<file path="config.mk">
export PLATFORM = sky130hd
export DESIGN_NAME = gpr_write_scheduler
export DESIGN_NICKNAME = d
export VERILOG_FILES = /design/src/rtl/gpr_write_scheduler_pkg.sv /design/src/rtl/gpr_wb_fifo.sv /design/src/rtl/gpr_write_scheduler.sv
export SDC_FILE = /design/constraint.sdc
export NUM_CORES = 1
export LEC_CHECK = 0
export CORE_MARGIN = 4
export CORE_UTILIZATION = 35
export DETAILED_ROUTE_END_ITERATION = 8
export SLEW_MARGIN = 20
export SYNTH_ARGS = -nofsm -noshare
export SYNTH_HDL_FRONTEND = slang
export SYNTH_SLANG_ARGS = --single-unit
</file>
<file path="constraint.sdc">
create_clock -name clk -period 14.25 [get_ports clk]
set_clock_uncertainty 0.2 [all_clocks]
set_input_delay 1.425 -clock clk [delete_from_list [all_inputs] [get_ports clk]]
set_output_delay 1.425 -clock clk [all_outputs]
set_load 0.1 [all_outputs]
</file>
<file path="src/rtl/gpr_write_scheduler_pkg.sv">
// Shared register-file writeback types: MIPS register index, writeback request record.
package gpr_write_scheduler_pkg;

  typedef logic [4:0] MipsReg;

  localparam MipsReg ZERO      = 5'd0;
  localparam int     GPR_COUNT = 32;

  typedef struct packed {
    MipsReg      addr;
    logic [31:0] data;
    logic [31:0] pc;
  } WbReq;

endpackage

</file>
<file path="src/rtl/gpr_wb_fifo.sv">
// Synchronous FIFO of WbReq with show-ahead head; pushes at full and pops at empty are dropped.
module gpr_wb_fifo
  import gpr_write_scheduler_pkg::*;
#(
  parameter int DEPTH = 2
) (
  input  logic                   clk,
  input  logic                   rst,
  input  logic                   push,
  input  WbReq                   push_data,
  input  logic                   pop,
  output logic                   full,
  output logic                   empty,
  output WbReq                   head,
  output logic [$clog2(DEPTH):0] count
);

  localparam int PW = $clog2(DEPTH);
  localparam logic [PW:0]   FULL_CNT = DEPTH[PW:0];
  localparam logic [PW:0]   CNT_ONE  = 1;
  localparam logic [PW-1:0] PTR_ONE  = 1;

  WbReq          mem [DEPTH];
  logic [PW-1:0] wr_ptr;
  logic [PW-1:0] rd_ptr;
  logic          do_push;
  logic          do_pop;

  assign full    = (count == FULL_CNT);
  assign empty   = (count == '0);
  assign head    = mem[rd_ptr];
  // Full is judged on the registered count, so a same-cycle pop never frees room for a push.
  assign do_push = push && !full;
  assign do_pop  = pop && !empty;

  always_ff @(posedge clk or posedge rst) begin
    if (rst) begin
      wr_ptr <= '0;
      rd_ptr <= '0;
      count  <= '0;
    end else begin
      if (do_push) wr_ptr <= wr_ptr + PTR_ONE;
      if (do_pop)  rd_ptr <= rd_ptr + PTR_ONE;
      if (do_push && !do_pop)      count <= count + CNT_ONE;
      else if (do_pop && !do_push) count <= count - CNT_ONE;
    end
  end

  always_ff @(posedge clk) begin
    if (do_push) mem[wr_ptr] <= push_data;
  end

endmodule

</file>
<file path="src/rtl/gpr_write_scheduler.sv">
// Maps pipe writebacks onto the two GPR write ports and fills idle ports from buffered long-latency results.
// One cycle from request to registered port outputs; lat_ready drops while the result FIFO is full.
module gpr_write_scheduler
  import gpr_write_scheduler_pkg::*;
#(
  parameter int FIFO_DEPTH = 2,
  parameter int XLEN       = 32
) (
  input  logic                 clk,
  input  logic                 rst,
  input  logic                 wb0_valid,
  input  MipsReg               wb0_addr,
  input  logic [XLEN-1:0]      wb0_data,
  input  logic [XLEN-1:0]      wb0_pc,
  input  logic                 wb1_valid,
  input  MipsReg               wb1_addr,
  input  logic [XLEN-1:0]      wb1_data,
  input  logic [XLEN-1:0]      wb1_pc,
  input  logic                 lat_valid,
  output logic                 lat_ready,
  input  MipsReg               lat_addr,
  input  logic [XLEN-1:0]      lat_data,
  input  logic [XLEN-1:0]      lat_pc,
  input  logic                 lat_alloc,
  input  MipsReg               lat_alloc_addr,
  output logic [GPR_COUNT-1:0] busy_mask,
  output logic                 reg_write0,
  output MipsReg               write_addr0,
  output logic [XLEN-1:0]      write_data0,
  output logic [XLEN-1:0]      pc0,
  output logic                 reg_write1,
  output MipsReg               write_addr1,
  output logic [XLEN-1:0]      write_data1,
  output logic [XLEN-1:0]      pc1
);

  localparam int CW = $clog2(FIFO_DEPTH) + 1;
  localparam logic [CW-1:0] DEPTH_CNT = FIFO_DEPTH[CW-1:0];

  WbReq                 lat_req;
  WbReq                 head;
  logic                 full;
  logic                 empty;
  logic [CW-1:0]        count;
  logic                 push;
  logic                 pop;
  logic                 head_collide;
  logic                 grant0;
  logic                 grant1;
  logic [GPR_COUNT-1:0] busy_next;

  assign lat_req   = '{addr: lat_addr, data: lat_data, pc: lat_pc};
  assign lat_ready = !rst && (count < DEPTH_CNT);
  assign push      = lat_valid && !full && !rst;

  // Never let a buffered result land on the same register as a pipe write in the same cycle.
  assign head_collide = (head.addr != ZERO) &&
                        ((wb0_valid && (wb0_addr == head.addr)) ||
                         (wb1_valid && (wb1_addr == head.addr)));
  assign grant1 = !empty && !head_collide && !wb1_valid;
  assign grant0 = !empty && !head_collide && wb1_valid && !wb0_valid;
  assign pop    = grant0 || grant1;

  gpr_wb_fifo #(.DEPTH(FIFO_DEPTH)) u_fifo (
    .clk       (clk),
    .rst       (rst),
    .push      (push),
    .push_data (lat_req),
    .pop       (pop),
    .full      (full),
    .empty     (empty),
    .head      (head),
    .count     (count)
  );

  // A new allocation outranks the retiring write to the same register.
  always_comb begin
    busy_next = busy_mask;
    if (pop && (head.addr != ZERO)) busy_next[head.addr] = 1'b0;
    if (lat_alloc && (lat_alloc_addr != ZERO)) busy_next[lat_alloc_addr] = 1'b1;
    busy_next[0] = 1'b0;
  end

  always_ff @(posedge clk or posedge rst) begin
    if (rst) begin
      reg_write0  <= 1'b0;
      write_addr0 <= ZERO;
      write_data0 <= '0;
      pc0         <= '0;
      reg_write1  <= 1'b0;
      write_addr1 <= ZERO;
      write_data1 <= '0;
      pc1         <= '0;
      busy_mask   <= '0;
    end else begin
      if (wb0_valid) begin
        reg_write0  <= (wb0_addr != ZERO);
        write_addr0 <= wb0_addr;
        write_data0 <= wb0_data;
        pc0         <= wb0_pc;
      end else if (grant0) begin
        reg_write0  <= (head.addr != ZERO);
        write_addr0 <= head.addr;
        write_data0 <= head.data;
        pc0         <= head.pc;
      end else begin
        reg_write0  <= 1'b0;
        write_addr0 <= ZERO;
        write_data0 <= '0;
        pc0         <= '0;
      end
      if (wb1_valid) begin
        reg_write1  <= (wb1_addr != ZERO);
        write_addr1 <= wb1_addr;
        write_data1 <= wb1_data;
        pc1         <= wb1_pc;
      end else if (grant1) begin
        reg_write1  <= (head.addr != ZERO);
        write_addr1 <= head.addr;
        write_data1 <= head.data;
        pc1         <= head.pc;
      end else begin
        reg_write1  <= 1'b0;
        write_addr1 <= ZERO;
        write_data1 <= '0;
        pc1         <= '0;
      end
      busy_mask <= busy_next;
    end
  end

endmodule

</file>
---- Yosys cells after proc, flatten, opt, wreduce, memory -nomap -nowiden ----
Memories as Yosys holds them, arrays and structs flattened.
Cells that the tools add are included.
word-level totals
  flip-flop bits (word level) ............. 175
  memory bits (writable) .................. 138
  input bits .............................. 218
  memories ................................ 1
memories
  name        depth  width  rd ports  clocked after Yosys merged registers in  write ports  RTL line           text
  u_fifo.mem  2      69     1         0                                        1            gpr_wb_fifo.sv:23  WbReq mem [DEPTH];
operators by class
  add/sub/neg operators ................... 4
  $lt $le $gt $ge ......................... 5
  equality and inequality tests ........... 3
  muxes and demuxes ....................... 26
  bitwise operators ....................... 3
  reductions and logical operators ........ 34
operators with widths
  kind                 count
  $mux 32              10
  $and 32x32->32       1
  $not 32->32          1
  $or 32x32->32        1
  $mux 5               4
  $reduce_bool 5->1    4
  $logic_and 1x1->1    18
  $lt 5x6->1 const B   2
  $demux 1 s5          2
  $eq 5x5->1           2
  $ge 5x1->1 const B   2
  $logic_not 1->1      8
  $mux 1               8
  $mux 2               2
  $add 1x1->1 const B  2
  $add 2x1->2 const B  1
  $eq 2x2->1 const B   1
  $logic_not 2->1      1
  $logic_or 1x1->1     2
  $lt 2x2->1 const B   1
  $reduce_bool 2->1    1
  $sub 2x1->2 const B  1

---- Logic depth before layout (Yosys ltp) ----
An unclocked memory read counts as a cell.
  depth in word-level cells ............... 14
  mapped depth ............................ 12

---- By module ----
From an unflattened synthesis, not the netlist that was laid out.
second synthesis, totals
  cell total of the unflattened synthesis .. 984
  area total of the unflattened synthesis .. 13501.7 um^2
modules (own cells, without submodules)
  module               instances  cells each  area each (um^2)
  gpr_write_scheduler  1          749         7970.1
  gpr_wb_fifo          1          235         5531.6

---- Worst setup path before layout ----
Ideal clock, no wire load.
  kind .................................... input-to-reg
  start ................................... input port rst
  end ..................................... memory u_fifo.mem[0][0] (netlist name), enable pin
  library setup time ...................... 496 ps
  data arrival time ....................... 8756 ps
  setup slack ............................. 4798 ps
  cell stages on the path ................. 3
  buffers on the path ..................... 0
  cell sequence ........................... inv_1 > nand3_1 > nor2_1
on the way
  word-level cells in the longest chain between the ends .. 5
ends and longest elaborated chain
  what                              RTL line                   text
  start, declared                   gpr_write_scheduler.sv:10  input logic rst,
  $logic_not 1->1 (no source line)  -
  $logic_and 1x1->1                 gpr_write_scheduler.sv:54  assign push = lat_valid && !full && !rst;
  $logic_and 1x1->1                 gpr_wb_fifo.sv:33          assign do_push = push && !full;
  $mux 1                            gpr_wb_fifo.sv:50          if (do_push) mem[wr_ptr] <= push_data;
  $mux 1 (implied by the code)      gpr_wb_fifo.sv:50
  end, declared                     gpr_wb_fifo.sv:23
Every way passes these cells.

---- Final worst setup path ----
  start ................................... input port rst
  end ..................................... output port lat_ready
on the way
  word-level cells in the longest chain between the ends .. 2
ends and longest elaborated chain
  what                              RTL line                   text
  $logic_not 1->1 (no source line)  -
  $logic_and 1x1->1                 gpr_write_scheduler.sv:53  assign lat_ready = !rst && (count < DEPTH_CNT);
  end, declared                     gpr_write_scheduler.sv:20  output logic lat_ready,
Every way passes these cells.

==> summary.txt <==
STA
  – Fin crit period: 4.77 ns
  – Slew Limit Fails: 0
  – Slew @ Worst Pin: 1.10 ns
  – Sum Neg Setup Slack: 0 ns
  – Final worst-path cycle share: about 33%
  – Fmax: 0.210 GHz
  – Hold Slack: about 0.30 ns
  – Setup WS post-layout: 9.48 ns
  – RSZ-0062 raised after global routing: false
  – Setup-failing EPs final: 0
  – Rel. slew slack: around a quarter
  – Fin. Hold Viols: 0

Floorplanning
  – Core Box Area: 0.0338 mm^2
  – # IOs: 391
  – Initial Util: 35.8%
  – Die area: 0.0376 mm^2
  – Row count: 67
  – Die W: 194 um
  – Die Y-Extent: 194 um

Worst setup path
  – Worst EP required: approximately 13 ns
  – CP Launch Type: input port
  – Crit path max fanout: 2
  – CP endpoint kind: output port
  – WS Path Type: input port to output port
  – Critical Path AT: 3.14 ns

Placed design
  – RD Place Congestion: 0.807
  – Dpl hpwl: 27,200 um
  – Buffers on Ports: 389
  – DP Cell Count: 1,692
  – DP Worst Slack: around 9.5 ns
  – DP Area: roughly 0.016 mm^2

Cells and area
  – Final std cells w/o fill: between 1,500 and 2,000
  – Area Growth Syn to Fin: 44.9%
  – Layout cells sized above 1: 7.79%
  – Post-Route Utilization: 51.8%
  – Nets: about 1,500
  – Final Cell Area: 0.0175 mm^2

Detailed routing
  – WL/cell: 21.9 um
  – Vias per cell: just under 5
  – # DRC: 0
  – Initial detailed-routing violation count: 566
  – Vias: 8,586
  – TritonRoute pass-1 iters: 4
  – Final WL: 38,500 um
  – Routed Antenna Nets: 0

GRT
  – GR Layer Usage met2: 33.7%
  – Global Route met1 Usage: 24.3%
  – Tot GR Track Use: 19.8%
  – Largest net degree at the start of global routing: 74
  – Vias in the first global route: 8,977
  – Gr busiest metal: met2
  – GR Util met3: slightly above 7%
  – Initial antenna violation count: 9
  – Overflow after GRT: 0
  – First-pass GRT wire length: 57,400 um

Logic synthesis
  – Seq cells post-synth: 313
  – Post-synthesis cell type count: between 50 and 60
  – Cell taking the most area after synthesis: dfrtp_1
  – Area contributors post-synth: dfrtp_1 (36%), edfxtp_1 (34%), mux2i_1 (5.4%)
  – Seq/Total Area, Yosys: 70.5%
  – Area share of the largest cell type after synthesis: 36.2%
  – Syn Inst Count: about 900
  – Post-synthesis instance area: 0.0121 mm^2
  – Ys Warns: 0
  – Post-Synthesis Net Count: roughly 1,100
  – Average cell area after synthesis: 13.4 um^2

Pwr
  – Leak: 6.83 nW
  – Cell Pwr Density: 223 mW/mm^2
  – Worst-case vdd ir drop: 0.177 mV
  – Total Power: 3.90 mW

Clock tree
  – Post-CTS Setup Bufs: 0
  – CTS root buf: clkbuf_16
  – Num CTS Buffers: 36
  – Clock sink count: 313
  – H-tree Lvls: 2
  – CTS hold repair buffers: 0
  – CTS tree: yes
  – Post-CTS Resized: 0
  – Clk slew on worst S/H paths: 0.06 ns
  – Clock latency on the worst-skew pair: 0.51 ns
  – CTS Buffer Depth: 3

Run status
  – Outcome: complete, no violations

Flow run
  – Max Cap Violations: 0

Worst hold path
  – HP Class: register to register
cell type report:
cell class / count / area (um^2)
inverter: 5 / 23.8
clock inverter: 10 / 92.6
multi-input combinational: 527 / 3280
clock buffer: 55 / 1060
timing repair buffer: 399 / 3960
fill: 2892 / 16300
tap: 448 / 561
antenna: 3 / 7.51
sequential: 313 / 8530
logic make-up (layout without fill, tap and decap cells):
group / after synthesis / after routing / synth area share, %
other: 1 / 4 / 0.0310
AND/OR/NAND/NOR: 219 / 219 / 7.95
multiplexers: 69 / 69 / 6.05
flip-flops: 313 / 313 / 70.5
XOR/XNOR: 14 / 14 / 1.01
AO/OA/AOI/OAI: 223 / 223 / 11.7
buffers and inverters: 62 / 469 / 2.63
adder cells (fa/ha/maj): 1 / 1 / 0.103
final timing paths:
check,slack [ns],endpoint,cells after the start,from
worst max-delay path,9.48,lat_ready,3,rst
min in group asynchronous,1.15,write_addr1[2],2,rst
worst max register to register,9.63,pc0[19],8,u_fifo.rd_ptr
worst min register to register,0.30,busy_mask[28],1,busy_mask[28]
max in group asynchronous,11.40,busy_mask[23],3,rst
worst min-delay path,0.30,busy_mask[28],1,busy_mask[28]
where the power goes:
part           switching, mW  internal, mW
sequential             0.107          1.13
clock                  0.357         0.535
combinational           1.34         0.426
total                   1.81          2.09
registers in the layout, indices dropped and copies added (netlist names):
name           flops
busy_mask         31
pc0               32
pc1               32
reg_write0         1
reg_write1         1
u_fifo.count       2
u_fifo.mem       138
u_fifo.rd_ptr      1
u_fifo.wr_ptr      1
write_addr0        5
write_addr1        5
write_data0       32
write_data1       32
layout by cell type, fill, tap and decap left out, types with 19 or more instances in the layout:
cell type and count:
clkdlybuf4s50_1 387, dfrtp_1 174, nand2_1 148, edfxtp_1 138, o21ai_0 127, mux2i_1 65
clkbuf_16 37, a21oi_1 31, nor2_1 20, a211oi_1 19
cells in the mapped netlist, drive strengths merged:
library cell,instances
clkbuf,46
nor2,22
and3b,3
and2b,1
or3,2
or3b,2
nand2,148
o21a,1
nor3b,3
nand2b,1
o22ai,1
inv,5
or2,1
ha,1
or4,3
nor2b,3
xnor2,8
a31o,1
and4,1
and3,2
nand3,6
nor4,7
edfxtp,138
a21oi,52
a211oi,19
o2bb2ai,1
nand4,1
o211a,1
o2111ai,3
mux2i,69
dfrtp,175
a22o,2
conb,1
nor3,8
nand3b,3
o21ai,142
and2,2
buf,11
xor2,6
critical path, cell delays in order:
cell and delay [ns]:
clkdlybuf4s50_1 0.47, nor2_1 0.11, clkdlybuf4s50_1 1.14
metal layers:
layer,share of wire [%],wire [um],up-vias
met5,0.19,75,-
met1,40,15200,4201
li1,-,-,3979
met3,8.8,3380,59
met2,49,19000,335
met4,2.1,792,12
No activity file was read; power rests on OpenSTA's default activity.
